$ cat src/rtl/temp_monitor_s5_if.sv
// Signal bundle between the temperature monitor and its ADC/host side.
// master drives the ADC result and min/max re-arm; slave is the monitor itself.
interface temp_monitor_s5_if;
    logic       clr_minmax;
    logic [7:0] adc_code;
    logic       adc_done;
    logic       adc_clk;
    logic       adc_ce;
    logic       adc_clr;
    logic [7:0] degrees_c;
    logic [7:0] degrees_f;
    logic       sample_valid;
    logic       temp_alarm;
    logic [7:0] min_c;
    logic [7:0] max_c;
    logic [7:0] err_cnt;

    modport master (
        output clr_minmax, adc_code, adc_done,
        input  adc_clk, adc_ce, adc_clr, degrees_c, degrees_f, sample_valid,
        input  temp_alarm, min_c, max_c, err_cnt
    );

    modport slave (
        input  clr_minmax, adc_code, adc_done,
        output adc_clk, adc_ce, adc_clr, degrees_c, degrees_f, sample_valid,
        output temp_alarm, min_c, max_c, err_cnt
    );
endinterface

$ cat src/rtl/temp_monitor_s5.sv
// Sense-diode temperature monitor: paces a slow ADC, averages valid codes,
// converts to Celsius/Fahrenheit, and tracks alarm, min/max and sample errors.
//
// state     | meaning
// S_COLLECT | accumulating samples, outputs hold
// S_PUBLISH | average ready in avg_q, outputs update this cycle
module temp_monitor_s5 #(
    parameter int DIV_LOG2   = 11,
    parameter int SCHED_LOG2 = 8,
    parameter int AVG_LOG2   = 2,
    parameter int OFFSET     = 133,
    parameter int HI_THRESH  = 85,
    parameter int HYST       = 5
) (
    input  logic              clk,
    input  logic              arst_n,
    temp_monitor_s5_if.slave  bus
);
    localparam int DIV_W   = DIV_LOG2 + 1;
    localparam int SLOT_W  = SCHED_LOG2;
    localparam int ACC_W   = 8 + AVG_LOG2;
    localparam int CNT_W   = AVG_LOG2 + 1;

    localparam logic [DIV_W-1:0]  DIV_TICK = DIV_W'((1 << DIV_LOG2) - 1);
    localparam logic [CNT_W-1:0]  CNT_LAST = CNT_W'((1 << AVG_LOG2) - 1);
    localparam logic [7:0]        OFFSET_B = 8'(OFFSET);
    localparam logic signed [9:0] SET_TH   = 10'(HI_THRESH);
    localparam logic signed [9:0] CLR_TH   = 10'(HI_THRESH - HYST);

    typedef enum logic [0:0] {
        S_COLLECT = 1'b0,
        S_PUBLISH = 1'b1
    } state_t;

    state_t            state_q, state_d;
    logic [DIV_W-1:0]  div_q, div_d;
    logic [SLOT_W-1:0] slot_q, slot_d;
    logic              adc_clr_q, adc_clr_d;
    logic [1:0]        ctl_q, ctl_d;          // {adc_ce, clr_inv}
    logic [7:0]        code_s1_q, code_s2_q;
    logic              done_s1_q, done_s2_q;
    logic [ACC_W-1:0]  acc_q, acc_d;
    logic [CNT_W-1:0]  cnt_q, cnt_d;
    logic [7:0]        avg_q, avg_d;
    logic [7:0]        degc_q, degc_d;
    logic [7:0]        degf_q, degf_d;
    logic              valid_q, valid_d;
    logic              alarm_q, alarm_d;
    logic [7:0]        min_q, min_d;
    logic [7:0]        max_q, max_d;
    logic              armed_q, armed_d;
    logic [7:0]        err_q, err_d;

    logic              tick;
    logic              samp_pt;
    logic              samp_ok;
    logic [ACC_W-1:0]  acc_sum;
    logic [7:0]        new_c;
    logic [7:0]        new_f;
    logic signed [9:0] new_c_s;

    assign tick    = (div_q == DIV_TICK);
    assign samp_pt = tick && (slot_q == '1);
    assign samp_ok = done_s2_q && (code_s2_q != 8'hFF);
    assign acc_sum = acc_q + ACC_W'(code_s2_q);
    assign new_c   = avg_q - OFFSET_B;
    // F = 2c - c/4 + c/16 + 32 on the raw byte, wrapping
    assign new_f   = {new_c[6:0], 1'b0} - (new_c >> 2) + (new_c >> 4) + 8'd32;
    assign new_c_s = signed'({{2{new_c[7]}}, new_c});

    always_comb begin
        state_d   = state_q;
        div_d     = div_q + DIV_W'(1);
        slot_d    = slot_q;
        adc_clr_d = adc_clr_q;
        ctl_d     = ctl_q;
        acc_d     = acc_q;
        cnt_d     = cnt_q;
        avg_d     = avg_q;
        degc_d    = degc_q;
        degf_d    = degf_q;
        valid_d   = 1'b0;
        alarm_d   = alarm_q;
        min_d     = min_q;
        max_d     = max_q;
        armed_d   = armed_q;
        err_d     = err_q;

        if (tick) begin
            slot_d    = slot_q + SLOT_W'(1);
            adc_clr_d = (slot_q == SLOT_W'(1)) ^ ctl_q[0];
        end

        case (state_q)
            S_PUBLISH: begin
                state_d = S_COLLECT;
                degc_d  = new_c;
                degf_d  = new_f;
                valid_d = 1'b1;
                if (new_c_s >= SET_TH) begin
                    alarm_d = 1'b1;
                end else if (new_c_s < CLR_TH) begin
                    alarm_d = 1'b0;
                end
                // a re-arm coinciding with an update restarts tracking from this value
                if (!armed_q || bus.clr_minmax) begin
                    min_d = new_c;
                    max_d = new_c;
                end else begin
                    if ($signed(new_c) < $signed(min_q)) min_d = new_c;
                    if ($signed(new_c) > $signed(max_q)) max_d = new_c;
                end
                armed_d = 1'b1;
            end
            default: begin
                if (bus.clr_minmax) armed_d = 1'b0;
            end
        endcase

        if (samp_pt) begin
            if (samp_ok) begin
                if (cnt_q == CNT_LAST) begin
                    avg_d   = 8'(acc_sum >> AVG_LOG2);
                    acc_d   = '0;
                    cnt_d   = '0;
                    state_d = S_PUBLISH;
                end else begin
                    acc_d = acc_sum;
                    cnt_d = cnt_q + CNT_W'(1);
                end
            end else begin
                // failed conversion: hunt the next enable/clear polarity, drop partial average
                err_d = (err_q == 8'hFF) ? err_q : err_q + 8'd1;
                ctl_d = ctl_q + 2'd1;
                acc_d = '0;
                cnt_d = '0;
            end
        end
    end

    always_ff @(posedge clk or negedge arst_n) begin
        if (!arst_n) begin
            state_q   <= S_COLLECT;
            div_q     <= '0;
            slot_q    <= '0;
            adc_clr_q <= 1'b0;
            ctl_q     <= 2'b00;
            code_s1_q <= 8'h00;
            code_s2_q <= 8'h00;
            done_s1_q <= 1'b0;
            done_s2_q <= 1'b0;
            acc_q     <= '0;
            cnt_q     <= '0;
            avg_q     <= 8'h00;
            degc_q    <= 8'h00;
            degf_q    <= 8'h00;
            valid_q   <= 1'b0;
            alarm_q   <= 1'b0;
            min_q     <= 8'h7F;
            max_q     <= 8'h80;
            armed_q   <= 1'b0;
            err_q     <= 8'h00;
        end else begin
            state_q   <= state_d;
            div_q     <= div_d;
            slot_q    <= slot_d;
            adc_clr_q <= adc_clr_d;
            ctl_q     <= ctl_d;
            code_s1_q <= bus.adc_code;
            code_s2_q <= code_s1_q;
            done_s1_q <= bus.adc_done;
            done_s2_q <= done_s1_q;
            acc_q     <= acc_d;
            cnt_q     <= cnt_d;
            avg_q     <= avg_d;
            degc_q    <= degc_d;
            degf_q    <= degf_d;
            valid_q   <= valid_d;
            alarm_q   <= alarm_d;
            min_q     <= min_d;
            max_q     <= max_d;
            armed_q   <= armed_d;
            err_q     <= err_d;
        end
    end

    assign bus.adc_clk      = div_q[DIV_W-1];
    assign bus.adc_ce       = ctl_q[1];
    assign bus.adc_clr      = adc_clr_q;
    assign bus.degrees_c    = degc_q;
    assign bus.degrees_f    = degf_q;
    assign bus.sample_valid = valid_q;
    assign bus.temp_alarm   = alarm_q;
    assign bus.min_c        = min_q;
    assign bus.max_c        = max_q;
    assign bus.err_cnt      = err_q;
endmodule

$ cat src/flat_wrapper.sv
// flat-port wrapper written by rule: the top's interface ports become plain ports
module temp_monitor_s5_flat 
#(
    parameter int DIV_LOG2   = 11,
    parameter int SCHED_LOG2 = 8,
    parameter int AVG_LOG2   = 2,
    parameter int OFFSET     = 133,
    parameter int HI_THRESH  = 85,
    parameter int HYST       = 5
)
  (clk, arst_n, bus_clr_minmax, bus_adc_code, bus_adc_done, bus_adc_clk, bus_adc_ce, bus_adc_clr, bus_degrees_c, bus_degrees_f, bus_sample_valid, bus_temp_alarm, bus_min_c, bus_max_c, bus_err_cnt);
  temp_monitor_s5_if bus_i ();
  input  logic clk;
  input  logic arst_n;
  input wire logic [$bits(bus_i.clr_minmax)-1:0] bus_clr_minmax;
  input wire logic [$bits(bus_i.adc_code)-1:0] bus_adc_code;
  input wire logic [$bits(bus_i.adc_done)-1:0] bus_adc_done;
  output wire logic [$bits(bus_i.adc_clk)-1:0] bus_adc_clk;
  output wire logic [$bits(bus_i.adc_ce)-1:0] bus_adc_ce;
  output wire logic [$bits(bus_i.adc_clr)-1:0] bus_adc_clr;
  output wire logic [$bits(bus_i.degrees_c)-1:0] bus_degrees_c;
  output wire logic [$bits(bus_i.degrees_f)-1:0] bus_degrees_f;
  output wire logic [$bits(bus_i.sample_valid)-1:0] bus_sample_valid;
  output wire logic [$bits(bus_i.temp_alarm)-1:0] bus_temp_alarm;
  output wire logic [$bits(bus_i.min_c)-1:0] bus_min_c;
  output wire logic [$bits(bus_i.max_c)-1:0] bus_max_c;
  output wire logic [$bits(bus_i.err_cnt)-1:0] bus_err_cnt;
  assign bus_i.clr_minmax = bus_clr_minmax;
  assign bus_i.adc_code = bus_adc_code;
  assign bus_i.adc_done = bus_adc_done;
  assign bus_adc_clk = bus_i.adc_clk;
  assign bus_adc_ce = bus_i.adc_ce;
  assign bus_adc_clr = bus_i.adc_clr;
  assign bus_degrees_c = bus_i.degrees_c;
  assign bus_degrees_f = bus_i.degrees_f;
  assign bus_sample_valid = bus_i.sample_valid;
  assign bus_temp_alarm = bus_i.temp_alarm;
  assign bus_min_c = bus_i.min_c;
  assign bus_max_c = bus_i.max_c;
  assign bus_err_cnt = bus_i.err_cnt;
  temp_monitor_s5 #(.DIV_LOG2(DIV_LOG2), .SCHED_LOG2(SCHED_LOG2), .AVG_LOG2(AVG_LOG2), .OFFSET(OFFSET), .HI_THRESH(HI_THRESH), .HYST(HYST)) u_core (.clk(clk), .arst_n(arst_n), .bus(bus_i));
endmodule
$ cat config.mk
export PLATFORM = sky130hd
export DESIGN_NAME = temp_monitor_s5_flat
export DESIGN_NICKNAME = d
export VERILOG_FILES = /design/src/rtl/temp_monitor_s5_if.sv /design/src/rtl/temp_monitor_s5.sv /design/src/flat_wrapper.sv
export SDC_FILE = /design/constraint.sdc
export NUM_CORES = 1
export LEC_CHECK = 0
export CORE_UTILIZATION = 52
export CTS_BUF_LIST = sky130_fd_sc_hd__clkbuf_4
export DETAILED_ROUTE_END_ITERATION = 8
export DONT_BUFFER_PORTS = 1
export PLACE_DENSITY = 0.78
export SLEW_MARGIN = 5
export SYNTH_ARGS = -nofsm -noshare
export SYNTH_HDL_FRONTEND = slang
export SYNTH_SLANG_ARGS = --single-unit
$ cat constraint.sdc
create_clock -name clk -period 10.9 [get_ports clk]
set_input_delay 1.635 -clock clk [delete_from_list [all_inputs] [get_ports clk]]
set_output_delay 1.635 -clock clk [all_outputs]
set_load 0.005 [all_outputs]
==> results of run 1 <==
[cells by family (layout without fill, tap and decap cells)]
family	count (synthesis)	count (layout)	share of synthesized area, %
compound gates	70	70	9.37
xor+xnor	53	53	9.23
fa+ha+maj	41	41	10.2
buf+inv	37	47	2.67
flops	106	106	51.3
mux	30	30	6.34
simple gates	110	110	10.9
[critical path, delay by kind of cell (launching register included)]
family | cells | cell delay, ns
XOR/XNOR | 2 | 0.43
adder cells (fa/ha/maj) | 3 | 1.29
flip-flops | 1 | 0.52
multiplexers | 1 | 0.26
AO/OA/AOI/OAI | 4 | 0.73
buffers and inverters | 3 | 0.50
AND/OR/NAND/NOR | 2 | 0.39
[flip-flops by register name, indices dropped and copies added (netlist names), 2 cells and up]
name and flops:
u_core.div_q 12, u_core.acc_q 10, u_core.avg_q 8, u_core.bus.degrees_c 8, u_core.bus.degrees_f 8, u_core.bus.err_cnt 8, u_core.bus.max_c 8, u_core.bus.min_c 8
u_core.code_s1_q 8, u_core.code_s2_q 8, u_core.slot_q 8, u_core.cnt_q 3, u_core.ctl_q 2
[path summary, 6_finish.rpt]
check / from / end / slack [ns] / depth (start not counted)
max: u_core.avg_q[0] / u_core.bus.degrees_f[7] / 6.70 / 15
min: u_core.code_s1_q[7] / u_core.code_s2_q[7] / 0.35 / 0
max reg2reg: u_core.avg_q[0] / u_core.bus.degrees_f[7] / 6.70 / 15
min reg2reg: u_core.code_s1_q[7] / u_core.code_s2_q[7] / 0.35 / 0
max in group asynchronous: arst_n / u_core.code_s2_q[5] / 9.85 / 0
min in group asynchronous: arst_n / u_core.bus.degrees_c[1] / 0.84 / 0
[power groups by stage]
stage	combinational, mW	clock (mW)	sequential [mW]
after detailed placement	0.00497	0	0.406
after global placement	0.00471	0	0.406
after global routing	0.00567	0.212	0.399
after CTS	0.00500	0.196	0.399
final	0.00505	0.190	0.398
after floorplan	0.00394	0	0.405
[final cells by class]
class,instances,area (um2)
multi-input cells,304,2390
well taps,133,166
repair buffers,1,7.51
inverters,30,113
flip-flops and latches,106,2660
fillers,834,4260
clock inverters,7,63.8
clock buffers,9,67.6
[Yosys cell counts (all sizes together), types with 4 or more instances]
cell type  number
nand2          36
nor2           18
nor2b           4
inv            29
nand2b          6
or3             4
a21oi          19
xor2           20
dfrtp          98
nand3          13
a22o            4
dfstp           8
nor3            8
o21a            4
a21o            9
o21ai          19
ha             36
nand4           8
mux2           23
xnor2          32
clkbuf          7
mux2i           7
[routing by layer]
| layer | global-route usage, % | routed length, um |
|---|---|---|
| met2 | 32.3 | 4280 |
| met1 | 22.2 | 3980 |
| met3 | 5.88 | 539 |
| met4 | 7.47 | 201 |
| met5 | 0 | 0 |
[per-stage QoR]
step	utilization [%]	hold WS, ns	power (mW)	cell area (um2)	cells
global route	56.2	0.378	0.617	5470	590
global placement	54.9	0.332	0.410	5340	574
finish	56.2	0.349	0.594	5470	590
detailed placement	54.9	0.339	0.411	5340	574
CTS	56.2	0.360	0.600	5470	590
floorplan	-	0.331	0.409	5190	447
==> results by group, run 1 <==
Run status
  – Status: complete, no violations

Drt
  – Iter 0 DRT Violations: 130
  – Length of the first detailed-routing pass in iterations: 4
  – Via/cell ratio: about 5.5
  – Detailed-route wire length per cell: 15.3 um
  – Overall via count from detail_route: between 3,000 and 4,000
  – Antenna-violating nets left: 0
  – Total detailed-routing wirelength: about 9000 um
  – Number of design rule violations left after detail routing: 0

Power
  – Net switching fraction of the power: between 20 and 25%
  – Clock share of power: approximately a third
  – Maximum ir drop on the vdd rail: 108 uV
  – Internal portion of total power: 0.451 mW
  – Combinational group share of total power: 0.9%
  – Net switching component of the power: 0.143 mW
  – Leak: 2.64 nW
  – Relative contribution of sequential cells to total power: 67.1%
  – Pwr dens: 109 nW/um2

Timing
  – Unrepaired setup endpoints after global routing: false
  – Clock tree skew after final layout: 0.0199 ns
  – Post-route setup TNS: 0 ns
  – Final Hold Violating Endpoints: 0
  – Number of endpoints failing setup at the final stage: 0
  – Headroom to the max-slew limit: between 30% and 40%
  – Period utilisation layout: between 30% and 40%
  – Post-layout min period: 4.20 ns
  – Min setup slack post-route: 6.70 ns
  – Pin slew with the least headroom to its limit: 0.901 ns
  – Number of max-slew violations in the final report: 0
  – Upper clock frequency limit: around 0.24 GHz

Floorplanning
  – I/O pin count: 57
  – Placeable core region: 9730 um2
  – Initial Util: 53.4%
  – Number of core rows: 36
  – Height of the chip: 102 um
  – Die boundary width: about 100 um
  – Overall die area: 10,400 um2

GRT
  – Largest net degree at the start of global routing: 107
  – Via count of the first global-routing pass: 3,363
  – Overflow after GRT: 0
  – Wire length of the first global-routing pass: 15,200 um
  – Antenna violations before repair: 0
  – Global Route Usage Sum: a little under a fifth

Placement
  – Total of buffers placed on input and output ports: 0
  – Worst slack at placement: 6.74 ns
  – Placed wire-length estimate after detailed placement: 6580 um
  – Routability cong.: approximately 0.89

Worst setup path
  – Maximum net fanout on the critical path: 7
  – Worst stage delay on the critical path: 0.56 ns
  – Ordered list of cells on the worst path: inv_1 > ha_1 > nor2b_1 > and2b_1 > xor2_1 > inv_1 > fa_1 > inv_1 > fa_1 > a21o_1 > a21o_1 > a21o_1 > a21oi_1 > xnor2_1 > mux2_2
  – Critical path launch point type: flop
  – Slowest cell on crit path: sky130_fd_sc_hd__fa_1
  – Critical path data required time: 11.26 ns
  – Endpoint kind of the worst setup timing path: flop
  – Critical path arrival: 4.56 ns
  – Kind of critical path: flop to flop

Clock network
  – H-tree levels: 3
  – Number of buffers on the longest clock path: 2
  – Count of clock tree sinks: 106
  – Clock edge transition at the registers on the reported setup and hold paths: 0.17 ns
  – Number of buffers added by the clock tree synthesis step: 9
  – Count of cells resized by post-cts repair: 0
  – Number of buffers inserted by hold repair at cts: 0
  – Source-to-sink clock delay at the later pin of the worst-skew pair: 0.46 ns
  – TritonCTS clock tree: done
  – Clock tree root driver cell: sky130_fd_sc_hd__clkbuf_4
  – Setup bufs post-CTS: 0

Logic synthesis
  – Count of flip-flops with a built-in enable after synthesis: 0
  – Cells after synthesis: roughly 450
  – Area leader, netlist: sky130_fd_sc_hd__dfrtp_1
  – Top post-synthesis cells by area: sky130_fd_sc_hd__dfrtp_1 47%, sky130_fd_sc_hd__ha_1 8.7%, sky130_fd_sc_hd__xnor2_1 5.4%, sky130_fd_sc_hd__mux2_2 5.0%, sky130_fd_sc_hd__dfstp_2 4.0%
  – Total of warnings raised by yosys: 0
  – Proportion of synthesized chip area in sequential cells: 51.3%
  – Flop and latch count out of synthesis: 106
  – Nets in the synthesized netlist: 498
  – Async set-or-reset flop fraction in the synthesized netlist: 100%
  – Distinct cells, synth: 55
  – Synthesized area per cell: 11.6 um2
  – Dominant synthesized flop cell: sky130_fd_sc_hd__dfrtp_1
  – Syn Std Cell Area: 5190 um2
  – Area share of the largest cell type after synthesis: between 40% and 50%

Finish
  – Most used cells in the layout excluding fill and tap cells: 98 x sky130_fd_sc_hd__dfrtp_1, 36 x sky130_fd_sc_hd__nand2_1, 36 x sky130_fd_sc_hd__ha_1, 32 x sky130_fd_sc_hd__xnor2_1, 28 x sky130_fd_sc_hd__inv_1
  – Most common cell after layout, fill and taps aside: sky130_fd_sc_hd__dfrtp_1
  – Number of nets in the layout: 503
  – Growth of design area from synthesis to finish: 5.37%
  – Fraction of final layout cells sized beyond drive strength 1: 13.3%
  – Inserted Diodes: 0

Run
  – Number of maximum-capacitance constraint violations: 0

Worst hold path
  – Tightest Hold Check Type: flop to flop
Note: power is estimated with default switching activity, not from simulation.
==> inputs of run 2 (changes only) <==
clock period = 4.23 ns   (was 10.9 ns; I/O delays follow)
==> run 2 against run 1 <==
Wire length up 2.8%; critical path type unchanged; register-to-register slack worse by 6.4 ns; clock power rose to 2.7 times the previous value; largest power group unchanged.
==> results by group, run 2 (synthesis gave the netlist of run 1 again) <==
Drt
  – Overall via count from detail_route: 3,211
  – Number of design rule violations left after detail routing: 0
  – Via/cell ratio: 5.41
  – Detailed-route wire length per cell: about 16 um
  – Total detailed-routing wirelength: 9250 um
  – Antenna-violating nets left: 0
  – Iter 0 DRT Violations: around 100
  – Length of the first detailed-routing pass in iterations: 4

Finish
  – Most common cell after layout, fill and taps aside: sky130_fd_sc_hd__dfrtp_1
  – Inserted Diodes: 0
  – Fraction of final layout cells sized beyond drive strength 1: 13.7%
  – Most used cells in the layout excluding fill and tap cells: 98 x sky130_fd_sc_hd__dfrtp_1, 36 x sky130_fd_sc_hd__nand2_1, 36 x sky130_fd_sc_hd__ha_1, 32 x sky130_fd_sc_hd__xnor2_1, 28 x sky130_fd_sc_hd__inv_1
  – Registers with the most flip-flops: u_core.div_q (12), u_core.acc_q (10)
  – Post-route cell area: 5530 um2
  – Core utilization of the finished layout: 56.8%
  – Growth of design area from synthesis to finish: 6.48%
  – Most flops, register: u_core.div_q
  – Largest register FFs: 12
  – Number of nets in the layout: a little over 500

Worst setup path
  – Terminus of the critical flop-to-flop path: u_core.bus.degrees_f[7]
  – Endpoint kind of the worst setup timing path: flop
  – Timing endpoint of the critical path: u_core.bus.degrees_f[7]
  – Critical path launch point type: flop
  – Critical path data required time: 4.58 ns
  – Beginning of the critical path: u_core.avg_q[0]
  – Worst R2R Setup Slack: between 0.2 and 0.3 ns
  – R2r startpoint: u_core.avg_q[0]
  – Depth of the worst register-to-register path: 15
  – Maximum net fanout on the critical path: 7
  – Critical path arrival: 4.33 ns
  – Kind of critical path: flop to flop

Run status
  – Status: complete, no violations

Timing
  – Number of max-slew violations in the final report: 0
  – Final Hold Violating Endpoints: 0
  – Post-route setup TNS: 0 ns
  – Post-layout min period: 3.98 ns
  – Clock tree skew after final layout: 0.0215 ns
  – Upper clock frequency limit: 0.251 GHz
  – Period utilisation layout: a little over nine tenths
  – Min Hold Slack: between 0.07 and 0.08 ns
  – Unrepaired setup endpoints after global routing: false
  – Number of endpoints failing setup at the final stage: 0
  – Pin slew with the least headroom to its limit: 0.763 ns
  – Headroom to the max-slew limit: around half

Placement
  – Placed wire-length estimate after detailed placement: 6600 um
  – Total of buffers placed on input and output ports: 0
  – Post-Place Cell Area: 5360 um2
  – Routability cong.: 0.909

Floorplanning
  – I/O pin count: between 50 and 60
  – Height of the chip: 102 um
  – Overall die area: 10,400 um2
  – Number of core rows: 36
  – Placeable core region: about 10000 um2
  – Initial Util: 53.4%
  – Die boundary width: 102 um

GRT
  – Overflow after GRT: 0
  – Largest net degree at the start of global routing: 107
  – Via count of the first global-routing pass: 3,320
  – Wire length of the first global-routing pass: 15,500 um
  – Antenna violations before repair: 0
  – Global Route Usage Sum: 19.3%

Clock network
  – Source-to-sink clock delay at the later pin of the worst-skew pair: 0.45 ns
  – Number of buffers inserted by hold repair at cts: 1
  – Setup bufs post-CTS: 0
  – H-tree levels: 3
  – Count of cells resized by post-cts repair: 0
  – TritonCTS clock tree: done
  – Clock edge transition at the registers on the reported setup and hold paths: approximately 0.16 ns
  – Clock tree root driver cell: sky130_fd_sc_hd__clkbuf_4
  – Number of buffers added by the clock tree synthesis step: 9
  – Count of clock tree sinks: 106
  – Number of buffers on the longest clock path: 2

Power
  – Post-layout power: 1.58 mW
  – Pwr dens: 286 nW/um2
  – Internal portion of total power: around 1.2 mW
  – Maximum ir drop on the vdd rail: 244 uV
  – Net switching component of the power: between 0.3 and 0.4 mW
  – Net switching fraction of the power: a little under a quarter
  – Combinational group share of total power: 2.1%
  – Relative contribution of sequential cells to total power: 64.9%
  – Leak: 2.67 nW
  – Clock share of power: 33.0%

Worst hold path
  – Tightest Hold Check Type: input port to async pin

Run
  – Number of maximum-capacitance constraint violations: 0
[run 2: cell types whose count changed in the layout (fill, tap and decap cells not counted)]
| cell | delta |
|---|---|
| sky130_fd_sc_hd__clkinv_8 | -1 |
| sky130_fd_sc_hd__clkinv_2 | -2 |
| sky130_fd_sc_hd__clkinv_1 | +2 |
| sky130_fd_sc_hd__bufinv_16 | +1 |
| sky130_fd_sc_hd__clkbuf_4 | +1 |
| sky130_fd_sc_hd__buf_16 | +1 |
| sky130_fd_sc_hd__buf_4 | +3 |
| sky130_fd_sc_hd__inv_8 | -1 |
[run 2: worst min path at each step]
stage / startpoint / endpoint / slack, ns
after floorplan: u_core.code_s1_q[0] / u_core.code_s2_q[0] / 0.33
after global placement: u_core.code_s1_q[4] / u_core.code_s2_q[4] / 0.33
after detailed placement: u_core.code_s1_q[6] / u_core.code_s2_q[6] / 0.33
after CTS: arst_n / u_core.armed_q / 0.11
after global routing: arst_n / u_core.bus.max_c[5] / 0.10
final: arst_n / u_core.bus.max_c[5] / 0.08
[run 2: metrics by stage]
stage,setup slack (ns),cells
finish,0.251,594
detailed placement,0.296,577
floorplan,0.516,447
global route,0.00806,594
global placement,0.407,577
CTS,0.265,594
[run 2: per-layer routing]
metal | vias to the layer above | track usage, % | wire, um
met5 | - | 0 | 0
met4 | 0 | 5.38 | 100
met3 | 10 | 5.61 | 574
met2 | 84 | 33.4 | 4570
met1 | 1563 | 23.7 | 4000
li1 | 1554 | - | -
[run 2: final cells by class]
type	count	area (um2)
sequential	106	2660
clock inverter	6	63.8
inverter	30	113
clock buffer	10	75.1
multi-input combinational	304	2390
fill	820	4200
tap	133	166
timing repair buffer	5	57.6
[run 2: power groups by stage]
| stage | Sequential [mW] | Clock [mW] | Combinational, mW |
|---|---|---|---|
| 2_1_floorplan | 1.04 | 0 | 0.0101 |
| 6_report | 1.03 | 0.522 | 0.0340 |
| 5_1_grt | 1.03 | 0.576 | 0.0401 |
| 3_5_place_dp | 1.05 | 0 | 0.0130 |
| 4_1_cts | 1.03 | 0.536 | 0.0357 |
| 3_3_place_gp | 1.04 | 0 | 0.0124 |
[run 2: critical path, cell delays in order, from the launching register on]
cell                      delay, ns
sky130_fd_sc_hd__dfrtp_1       0.50
sky130_fd_sc_hd__inv_1         0.10
sky130_fd_sc_hd__ha_1          0.23
sky130_fd_sc_hd__nor2b_1       0.16
sky130_fd_sc_hd__and2b_1       0.22
sky130_fd_sc_hd__xor2_1        0.33
sky130_fd_sc_hd__inv_1         0.23
sky130_fd_sc_hd__fa_1          0.57
sky130_fd_sc_hd__inv_1         0.07
sky130_fd_sc_hd__fa_1          0.46
sky130_fd_sc_hd__a21o_1        0.17
sky130_fd_sc_hd__a21o_1        0.19
sky130_fd_sc_hd__a21o_1        0.17
sky130_fd_sc_hd__a21oi_1       0.16
sky130_fd_sc_hd__xnor2_1       0.09
sky130_fd_sc_hd__mux2_2        0.25
